### src/rtl/trellis_bank_sched_if.sv
// Bus bundle between the ACS stage / decoder datapath and the trellis bank scheduler.
// The datapath drives enable and sel_i (master); the scheduler drives the memory and TBU controls (slave).
interface trellis_bank_sched_if #(
  parameter int ADDR_W = 10,
  parameter int SEL_W  = 8
);
  logic                  enable;
  logic [SEL_W-1:0]      sel_i;
  logic [3:0]            mem_wr_o;
  logic [4*ADDR_W-1:0]   mem_addr_o;
  logic [SEL_W-1:0]      mem_d_o;
  logic [1:0]            tbu_en_o;
  logic [1:0]            tbu_bank_o;
  logic                  disp_bank_o;
  logic                  busy_o;
  logic [1:0]            state_o;

  modport master (
    output enable, sel_i,
    input  mem_wr_o, mem_addr_o, mem_d_o, tbu_en_o, tbu_bank_o,
           disp_bank_o, busy_o, state_o
  );

  modport slave (
    input  enable, sel_i,
    output mem_wr_o, mem_addr_o, mem_d_o, tbu_en_o, tbu_bank_o,
           disp_bank_o, busy_o, state_o
  );
endinterface

### src/rtl/trellis_bank_sched.sv
// Four-bank trellis memory sequencer with trace-back unit enables and routing selects.
// Optional macro TRELLIS_SCHED_DRAIN_EN adds a DRAIN state that lets the TBUs finish after enable drops.
module trellis_bank_sched #(
  parameter int ADDR_W = 10,
  parameter int SEL_W  = 8
) (
  input  logic                 clk,
  input  logic                 rst,
  trellis_bank_sched_if.slave  bus
);

  typedef enum logic [1:0] {
    IDLE  = 2'd0,
    FILL  = 2'd1,
    RUN   = 2'd2,
    DRAIN = 2'd3
  } state_t;

  state_t              state_reg, state_next;
  logic [ADDR_W-1:0]   wr_cnt_reg, wr_cnt_next;
  logic [ADDR_W-1:0]   rd_cnt;
  logic [1:0]          bank_reg, bank_next;
  logic [1:0]          bank_d1_reg;
  logic [1:0]          tbu_bank_reg;
  logic [1:0]          tbu_en_reg, tbu_en_next;
  logic                disp_bank_reg;
  logic [SEL_W-1:0]    mem_d_reg;
  logic                advance;
  logic                write_ok;
  logic                wrap;
`ifdef TRELLIS_SCHED_DRAIN_EN
  logic                drain_wrap_reg, drain_wrap_next;
`endif

  // The read counter is by construction the bitwise complement of the write counter.
  assign rd_cnt = ~wr_cnt_reg;
  assign wrap   = advance && (wr_cnt_reg == {ADDR_W{1'b1}});

  always_comb begin
`ifdef TRELLIS_SCHED_DRAIN_EN
    // Leaving RUN with enable low still advances: that edge is the first DRAIN step.
    advance  = bus.enable || (state_reg == RUN) || (state_reg == DRAIN);
    write_ok = bus.enable && (state_reg != DRAIN);
`else
    advance  = bus.enable;
    write_ok = bus.enable;
`endif
  end

  always_comb begin
    wr_cnt_next = '0;
    bank_next   = bank_reg;
    if (advance) begin
      wr_cnt_next = wr_cnt_reg + 1'b1;
      if (wrap)
        bank_next = bank_reg + 2'd1;
    end
  end

  assign tbu_en_next = tbu_en_reg | {bank_d1_reg == 2'd3, bank_d1_reg == 2'd2};

  always_comb begin
    state_next = state_reg;
`ifdef TRELLIS_SCHED_DRAIN_EN
    drain_wrap_next = 1'b0;
`endif
    case (state_reg)
      IDLE: begin
        if (bus.enable)
          state_next = FILL;
      end
      FILL: begin
        if (!bus.enable)
          state_next = IDLE;
        else if (tbu_en_next[0])
          state_next = RUN;
      end
      RUN: begin
        if (!bus.enable) begin
`ifdef TRELLIS_SCHED_DRAIN_EN
          state_next = DRAIN;
`else
          state_next = IDLE;
`endif
        end
      end
      DRAIN: begin
`ifdef TRELLIS_SCHED_DRAIN_EN
        // Second bank wrap inside DRAIN ends it; the counters wrap to 0 on that same edge.
        drain_wrap_next = drain_wrap_reg | wrap;
        if (wrap && drain_wrap_reg) begin
          state_next      = IDLE;
          drain_wrap_next = 1'b0;
        end
`else
        state_next = IDLE;
`endif
      end
      default: state_next = IDLE;
    endcase
  end

  always_ff @(posedge clk or negedge rst) begin
    if (!rst) begin
      state_reg     <= IDLE;
      wr_cnt_reg    <= '0;
      bank_reg      <= 2'd0;
      bank_d1_reg   <= 2'd0;
      tbu_bank_reg  <= 2'd0;
      tbu_en_reg    <= 2'b00;
      disp_bank_reg <= 1'b0;
      mem_d_reg     <= '0;
`ifdef TRELLIS_SCHED_DRAIN_EN
      drain_wrap_reg <= 1'b0;
`endif
    end else begin
      state_reg     <= state_next;
      wr_cnt_reg    <= wr_cnt_next;
      bank_reg      <= bank_next;
      bank_d1_reg   <= bank_reg;
      tbu_bank_reg  <= bank_d1_reg;
      tbu_en_reg    <= tbu_en_next;
      disp_bank_reg <= tbu_bank_reg[0];
      mem_d_reg     <= bus.sel_i;
`ifdef TRELLIS_SCHED_DRAIN_EN
      drain_wrap_reg <= drain_wrap_next;
`endif
    end
  end

  // Per-bank port: role follows the bank's distance from the current write bank.
  for (genvar gi = 0; gi < 4; gi++) begin : g_bank
    logic [1:0]        rel;
    logic [ADDR_W-1:0] addr_next;
    logic [ADDR_W-1:0] addr_reg;
    logic              wr_reg;

    assign rel = 2'(gi) - bank_reg;

    always_comb begin
      case (rel)
        2'd0:    addr_next = wr_cnt_reg;
        2'd2:    addr_next = '0;
        default: addr_next = rd_cnt;
      endcase
    end

    always_ff @(posedge clk or negedge rst) begin
      if (!rst) begin
        addr_reg <= '0;
        wr_reg   <= 1'b0;
      end else begin
        addr_reg <= addr_next;
        wr_reg   <= write_ok && (rel == 2'd0);
      end
    end

    assign bus.mem_addr_o[gi*ADDR_W +: ADDR_W] = addr_reg;
    assign bus.mem_wr_o[gi]                    = wr_reg;
  end

  assign bus.mem_d_o     = mem_d_reg;
  assign bus.tbu_en_o    = tbu_en_reg;
  assign bus.tbu_bank_o  = tbu_bank_reg;
  assign bus.disp_bank_o = disp_bank_reg;
  assign bus.busy_o      = (state_reg != IDLE);
  assign bus.state_o     = state_reg;

endmodule
### src/flat_wrapper.sv
// flat-port wrapper written by rule: the top's interface ports become plain ports
module trellis_bank_sched_flat 
#(
  parameter int ADDR_W = 10,
  parameter int SEL_W  = 8
)
  (clk, rst, bus_enable, bus_sel_i, bus_mem_wr_o, bus_mem_addr_o, bus_mem_d_o, bus_tbu_en_o, bus_tbu_bank_o, bus_disp_bank_o, bus_busy_o, bus_state_o);
  trellis_bank_sched_if #(.ADDR_W(ADDR_W), .SEL_W(SEL_W)) bus_i ();
  input  logic clk;
  input  logic rst;
  input wire logic [$bits(bus_i.enable)-1:0] bus_enable;
  input wire logic [$bits(bus_i.sel_i)-1:0] bus_sel_i;
  output wire logic [$bits(bus_i.mem_wr_o)-1:0] bus_mem_wr_o;
  output wire logic [$bits(bus_i.mem_addr_o)-1:0] bus_mem_addr_o;
  output wire logic [$bits(bus_i.mem_d_o)-1:0] bus_mem_d_o;
  output wire logic [$bits(bus_i.tbu_en_o)-1:0] bus_tbu_en_o;
  output wire logic [$bits(bus_i.tbu_bank_o)-1:0] bus_tbu_bank_o;
  output wire logic [$bits(bus_i.disp_bank_o)-1:0] bus_disp_bank_o;
  output wire logic [$bits(bus_i.busy_o)-1:0] bus_busy_o;
  output wire logic [$bits(bus_i.state_o)-1:0] bus_state_o;
  assign bus_i.enable = bus_enable;
  assign bus_i.sel_i = bus_sel_i;
  assign bus_mem_wr_o = bus_i.mem_wr_o;
  assign bus_mem_addr_o = bus_i.mem_addr_o;
  assign bus_mem_d_o = bus_i.mem_d_o;
  assign bus_tbu_en_o = bus_i.tbu_en_o;
  assign bus_tbu_bank_o = bus_i.tbu_bank_o;
  assign bus_disp_bank_o = bus_i.disp_bank_o;
  assign bus_busy_o = bus_i.busy_o;
  assign bus_state_o = bus_i.state_o;
  trellis_bank_sched #(.ADDR_W(ADDR_W), .SEL_W(SEL_W)) u_core (.clk(clk), .rst(rst), .bus(bus_i));
endmodule
### config.mk
export PLATFORM = sky130hd
export DESIGN_NAME = trellis_bank_sched_flat
export DESIGN_NICKNAME = d
export VERILOG_FILES = /design/src/rtl/trellis_bank_sched_if.sv /design/src/rtl/trellis_bank_sched.sv /design/src/flat_wrapper.sv
export SDC_FILE = /design/constraint.sdc
export NUM_CORES = 1
export LEC_CHECK = 0
export CAP_MARGIN = 30
export CORE_MARGIN = 10
export CORE_UTILIZATION = 50
export DETAILED_ROUTE_END_ITERATION = 10
export PLACE_DENSITY = 0.8
export SLEW_MARGIN = 10
export SYNTH_ARGS = -nofsm -noshare
export SYNTH_HDL_FRONTEND = slang
export SYNTH_SLANG_ARGS = --single-unit
### constraint.sdc
create_clock -name clk -period 4.21 [get_ports clk]
set_input_delay 0.6315 -clock clk [delete_from_list [all_inputs] [get_ports clk]]
set_output_delay 0.6315 -clock clk [all_outputs]
set_load 0.005 [all_outputs]
* Yosys cells after proc, flatten, opt, wreduce, memory -nomap -nowiden
Cells that the tools add are included.
** Storage, ports and cells
- Input bits :: 11
- Register bits :: 73
- Output and inout port bits :: 60
- Logic and storage cells :: 60
** Cells by class
- Multiplexer cells :: 10
- Equal/unequal tests :: 13
- Reductions and logical operators :: 13
- Bitwise gates (word level) :: 2
- Add/sub/neg operators :: 6
** Operators by type and width (count)
- 10-bit one-hot mux with 2 select lines :: 4
- 2-bit equality test (second input constant) :: 8
- 10-bit by 1-bit adder with 10-bit output (second input constant) :: 1
- 10-bit equality test (second input constant) :: 1
- 2-bit zero test :: 5
- 10-bit two-way mux :: 1
- 10-bit inverter :: 1
- 2-bit two-way mux :: 4
- 2-bit one-hot mux with 4 select lines :: 1
- 1-bit logical AND :: 5
- 2-bit != test (second input constant) :: 2
- 1-bit by 2-bit subtractor with 2-bit output (first input constant) :: 2
- 2-bit subtractor (first input constant) :: 2
- 3-bit by 2-bit != test with 1-bit output (second input constant) :: 1
- 3-bit AND reduction :: 1
- 2-bit by 1-bit adder with 2-bit output (second input constant) :: 1
- 2-bit by 1-bit equality test with 1-bit output (second input constant) :: 1
- 2-bit bitwise OR :: 1
- 2-bit AND reduction :: 1
- 2-bit nonzero test :: 1

* Logic depth before layout (Yosys ltp)
- Depth after elaboration :: 5
- Gate-level depth with buffers :: 5
- Gate-level depth less buffers :: 4

* Least setup slack after synthesis
OpenSTA, ideal clock, no wires.
- Path type :: reg-to-reg
- From :: reg u_core.wr_cnt_reg[0]
- To :: reg u_core.bank_reg[1]
- Stages on the path, launching flop included :: 5
- Library setup time :: 0.128 ns
- Path buffers :: 0
- Arrival :: 1.267 ns
- Required time :: 4.082 ns
- Path slack :: 2.816 ns
- Clock period less this slack :: 1.394 ns
- Path through :: dfrtp_1 > ha_1 > nand4_2 > nor3_2 > mux2_1
** Between the ends
- Word-level cells in the longest chain between the ends :: 3
** Ends and longest elaborated chain
- from (decl) :: line trellis_bank_sched.sv:20 : logic [ADDR_W-1:0] wr_cnt_reg, wr_cnt_next;
- from (signal assigned) :: line trellis_bank_sched.sv:118 : wr_cnt_reg <= wr_cnt_next;
- 10-bit equality test :: line trellis_bank_sched.sv:37 : assign wrap = advance && (wr_cnt_reg == {ADDR_W{1'b1}});
- 1-bit logical AND :: line trellis_bank_sched.sv:37
- 2-bit AND reduction (no source line)
- to (signal assigned) :: line trellis_bank_sched.sv:119 : bank_reg <= bank_next;
- to (decl) :: line trellis_bank_sched.sv:22 : logic [1:0] bank_reg, bank_next;
No other way between the ends.
A chain may end at the register's enable or synchronous reset.

* Worst setup path in the final report
- From :: reg u_core.state_reg[1] (netlist: u_core.bus.state_o[1])
- To :: out bus_busy_o
** Between the ends
- Word-level cells in the longest chain between the ends :: 1
** Ends and longest elaborated chain
- from (decl) :: line trellis_bank_sched.sv:19 : state_t state_reg, state_next;
- from (signal assigned) :: line trellis_bank_sched.sv:117 : state_reg <= state_next;
- 2-bit nonzero test :: line trellis_bank_sched.sv:166 : assign bus.busy_o = (state_reg != IDLE);
- to (decl) :: line flat_wrapper.sv:19 : output wire logic [$bits(bus_i.busy_o)-1:0] bus_busy_o;
No other way between the ends.

==> results.txt <==
Port bufs - 70
Clock network power share - 45.1%
Vias/cell - 5.10
Crit Path Category - reg2out
CTS Buffer Depth - 2
Worst-path fanout max - 5
Clk_skew - 8.41 ps
Xor/xnor share of the synthesized area - 1.29%
Vias in the first global route - 2007
Setup-failing EPs final - 0
Fmax - 467 MHz
CTS tree - done
Largest net degree at the start of global routing - 32
Cell taking the most area after synthesis - dfrtp_1
Mapped Avg Cell Area - 11.4 um2
Most common cell in the synthesized netlist - dfrtp_1
Status - finished, final reports clean
Largest family of logic cells by synthesized area - simple AND/OR/NAND/NOR gates
Post-Layout Cell Count - 373
Hpwl dp - 4350 um
Area Overhead vs Synth - 35.0%
Yosys cell types - 28
Fin nets - 316
Post-CTS Hold Buffers - 0
Final core utilization - 70.7%
Horiz. Die Dim - 93.6 um
Placeable Area - 0.00517 mm2
#FFs+latches synth - 73
Mux share of post-synthesis cell area - 0.416%
Relative slew slack - 70.3%
Yosys warnings - 0
Iteration-0 DRC Markers - 150
ANT cells - 0
Worst Tran Pin Value - 445 ps
Sink Count - 73
GRT met3 Usage - 5.20%
Final WL - 6180 um
VDD IR max - 0.241 mV
Max Cap Viol - 0
Post-CTS setup buffers - 0
DRC - 0
Worst-skew pair later-pin latency - 340 ps
Layout cell share with drive strength beyond 1 - 8.91%
Comb pwr share - 4.5%
Compound-gate portion of the synthesized area - 10.4%
Tmin final - 2140 ps
Arr. time, crit path - 1510 ps
Met1 Use GR - 16.4%
RSZ-0062 raised after global routing - no
CTS clock-pin slew for the worst setup and hold paths - 80 ps
Post-Synth Adder-Cell Area - 3.23%
Sum Neg Setup Slack - 0 ps
GRT Overall Usage - 15.0%
Cells after synthesis - 238
EDFF count, synth - 0
Initial Util - 52.4%
Net Sw Frac - 20.7%
CP Capture Type - output port
Initial antenna violation count - 0
Tcrit/Tclk final - 50.9%
Max-slew violations - 0
Max reg flops - 40
Leakage - 1.52 nW
WL/cell - 16.6 um
First-pass GRT wire length - 10200 um
Cell area after synthesis - 0.00271 mm2
Pwr Density - 394 mW/mm2
Row count - 26
Dpl cells - 357
Area contributors post-synth - dfrtp_1 (67%), o21ai_0 (7.9%), nand2_1 (5.8%), ha_1 (3.2%), clkbuf_1 (2.4%)
Hold crit path type - in2async
Most used DFF post-synth - dfrtp_1
Routability cong. - 0.761
Simple-Gate Fraction of Synth Area - 12.6%
Reg2reg setup slack - 2460 ps
Pre-Repair DR Iteration Count - 4
Top cell type's share of synthesized area - 67.4%
Most frequent cells after synthesis - dfrtp_1 (73), o21ai_0 (43), nand2_1 (42), clkbuf_1 (17), ha_1 (7)
Root Driver - clkbuf_8
Die Y-Extent - 93.6 um
Flop pwr share - 50.4%
Die area - 0.00876 mm2
Psw - 0.000298 W
Req. time, crit path - 3580 ps
Total gr overflow - 0
Startpoint Class - flop
Sequential cell area fraction in the yosys report - 67.4%
Routed Antenna Nets - 0
Via count - 1902
P_int - 0.00114 W
Boundary pin count - 71
Resized cells post-CTS - 0
Final hold vios - 0
Met2 Usage GRT - 25.8%
Fraction of registers with async set/reset - 100%
CTS Buf Count - 9
Syn nets - 256
Top Usage Layer GRT - met2
H-Tree Depth - 3
==> cells in the final DEF (no fill, tap or decap), types with 3 or more instances in the layout <==
cell type and count:
dfrtp_1 73, clkdlybuf4s50_1 69, o21ai_0 43, nand2_1 42
clkbuf_8 9, ha_1 7, a21oi_1 6, or2_2 5
inv_1 5, and2_1 5, nand3_1 4, nor2_1 4
or3_1 3, bufinv_16 3
==> critical path, stage by stage, from the launching register on <==
cell and delay [ps]:
dfrtp_1 420, or2_2 300, clkdlybuf4s50_1 450
==> final timing paths <==
path                                               start                      endpoint  depth (start not counted)
min in group clk                u_core.bus.tbu_bank_o[0]        u_core.bus.disp_bank_o                          0
worst max-delay path               u_core.bus.state_o[1]                    bus_busy_o                          2
max in group asynchronous                            rst  u_core.g_bank[0].addr_reg[3]                          2
worst max register to register      u_core.wr_cnt_reg[0]            u_core.bank_reg[1]                          4
worst min register to register  u_core.bus.tbu_bank_o[0]        u_core.bus.disp_bank_o                          0
worst min-delay path                                 rst        u_core.bus.disp_bank_o                          1
==> power by group through the flow <==
stage | Combinational, W | Sequential [W] | Clock, W
floorplan | 0.0000159 | 0.000735 | 0
global placement | 0.0000635 | 0.000738 | 0
detailed placement | 0.0000668 | 0.000740 | 0
CTS | 0.0000675 | 0.000726 | 0.000656
global route | 0.0000725 | 0.000728 | 0.000694
finish | 0.0000653 | 0.000726 | 0.000650
==> layout make-up <==
type                    count  area (um2)
clock buffers               9         124
clock inverters             7         119
fillers                   349        1520
inverters                   5        18.8
multi-input cells         137         757
flip-flops and latches     73        1830
well taps                  70        87.6
repair buffers             72         723
==> logic make-up (layout without fill, tap and decap cells) <==
kind of cell,Yosys count,after routing
DFF,73,73
and+or+nand+nor,71,71
AOI/OAI and AO/OA,54,54
buffers and inverters,28,93
adders and majority gates,7,7
xor gates and xnor gates,4,4
muxes,1,1
==> stage by stage <==
step	worst slack, ps	power (W)	instance area [um2]	hold WS [ps]
floorplan	2820	0.000751	2710	336
global placement	2270	0.000802	3390	356
detailed placement	2230	0.000806	3410	381
CTS	2060	0.00145	3660	225
global route	2010	0.00149	3660	225
finish	2070	0.00144	3660	211
==> per-layer routing <==
metal | wire length (um) | part of all wire, % | up-vias
met5 | 0 | 0 | -
met4 | 82 | 1.3 | 0
met3 | 472 | 7.6 | 8
met2 | 3260 | 53 | 71
met1 | 2360 | 38 | 929
li1 | - | - | 894
Note: power is estimated with default switching activity, not from simulation.
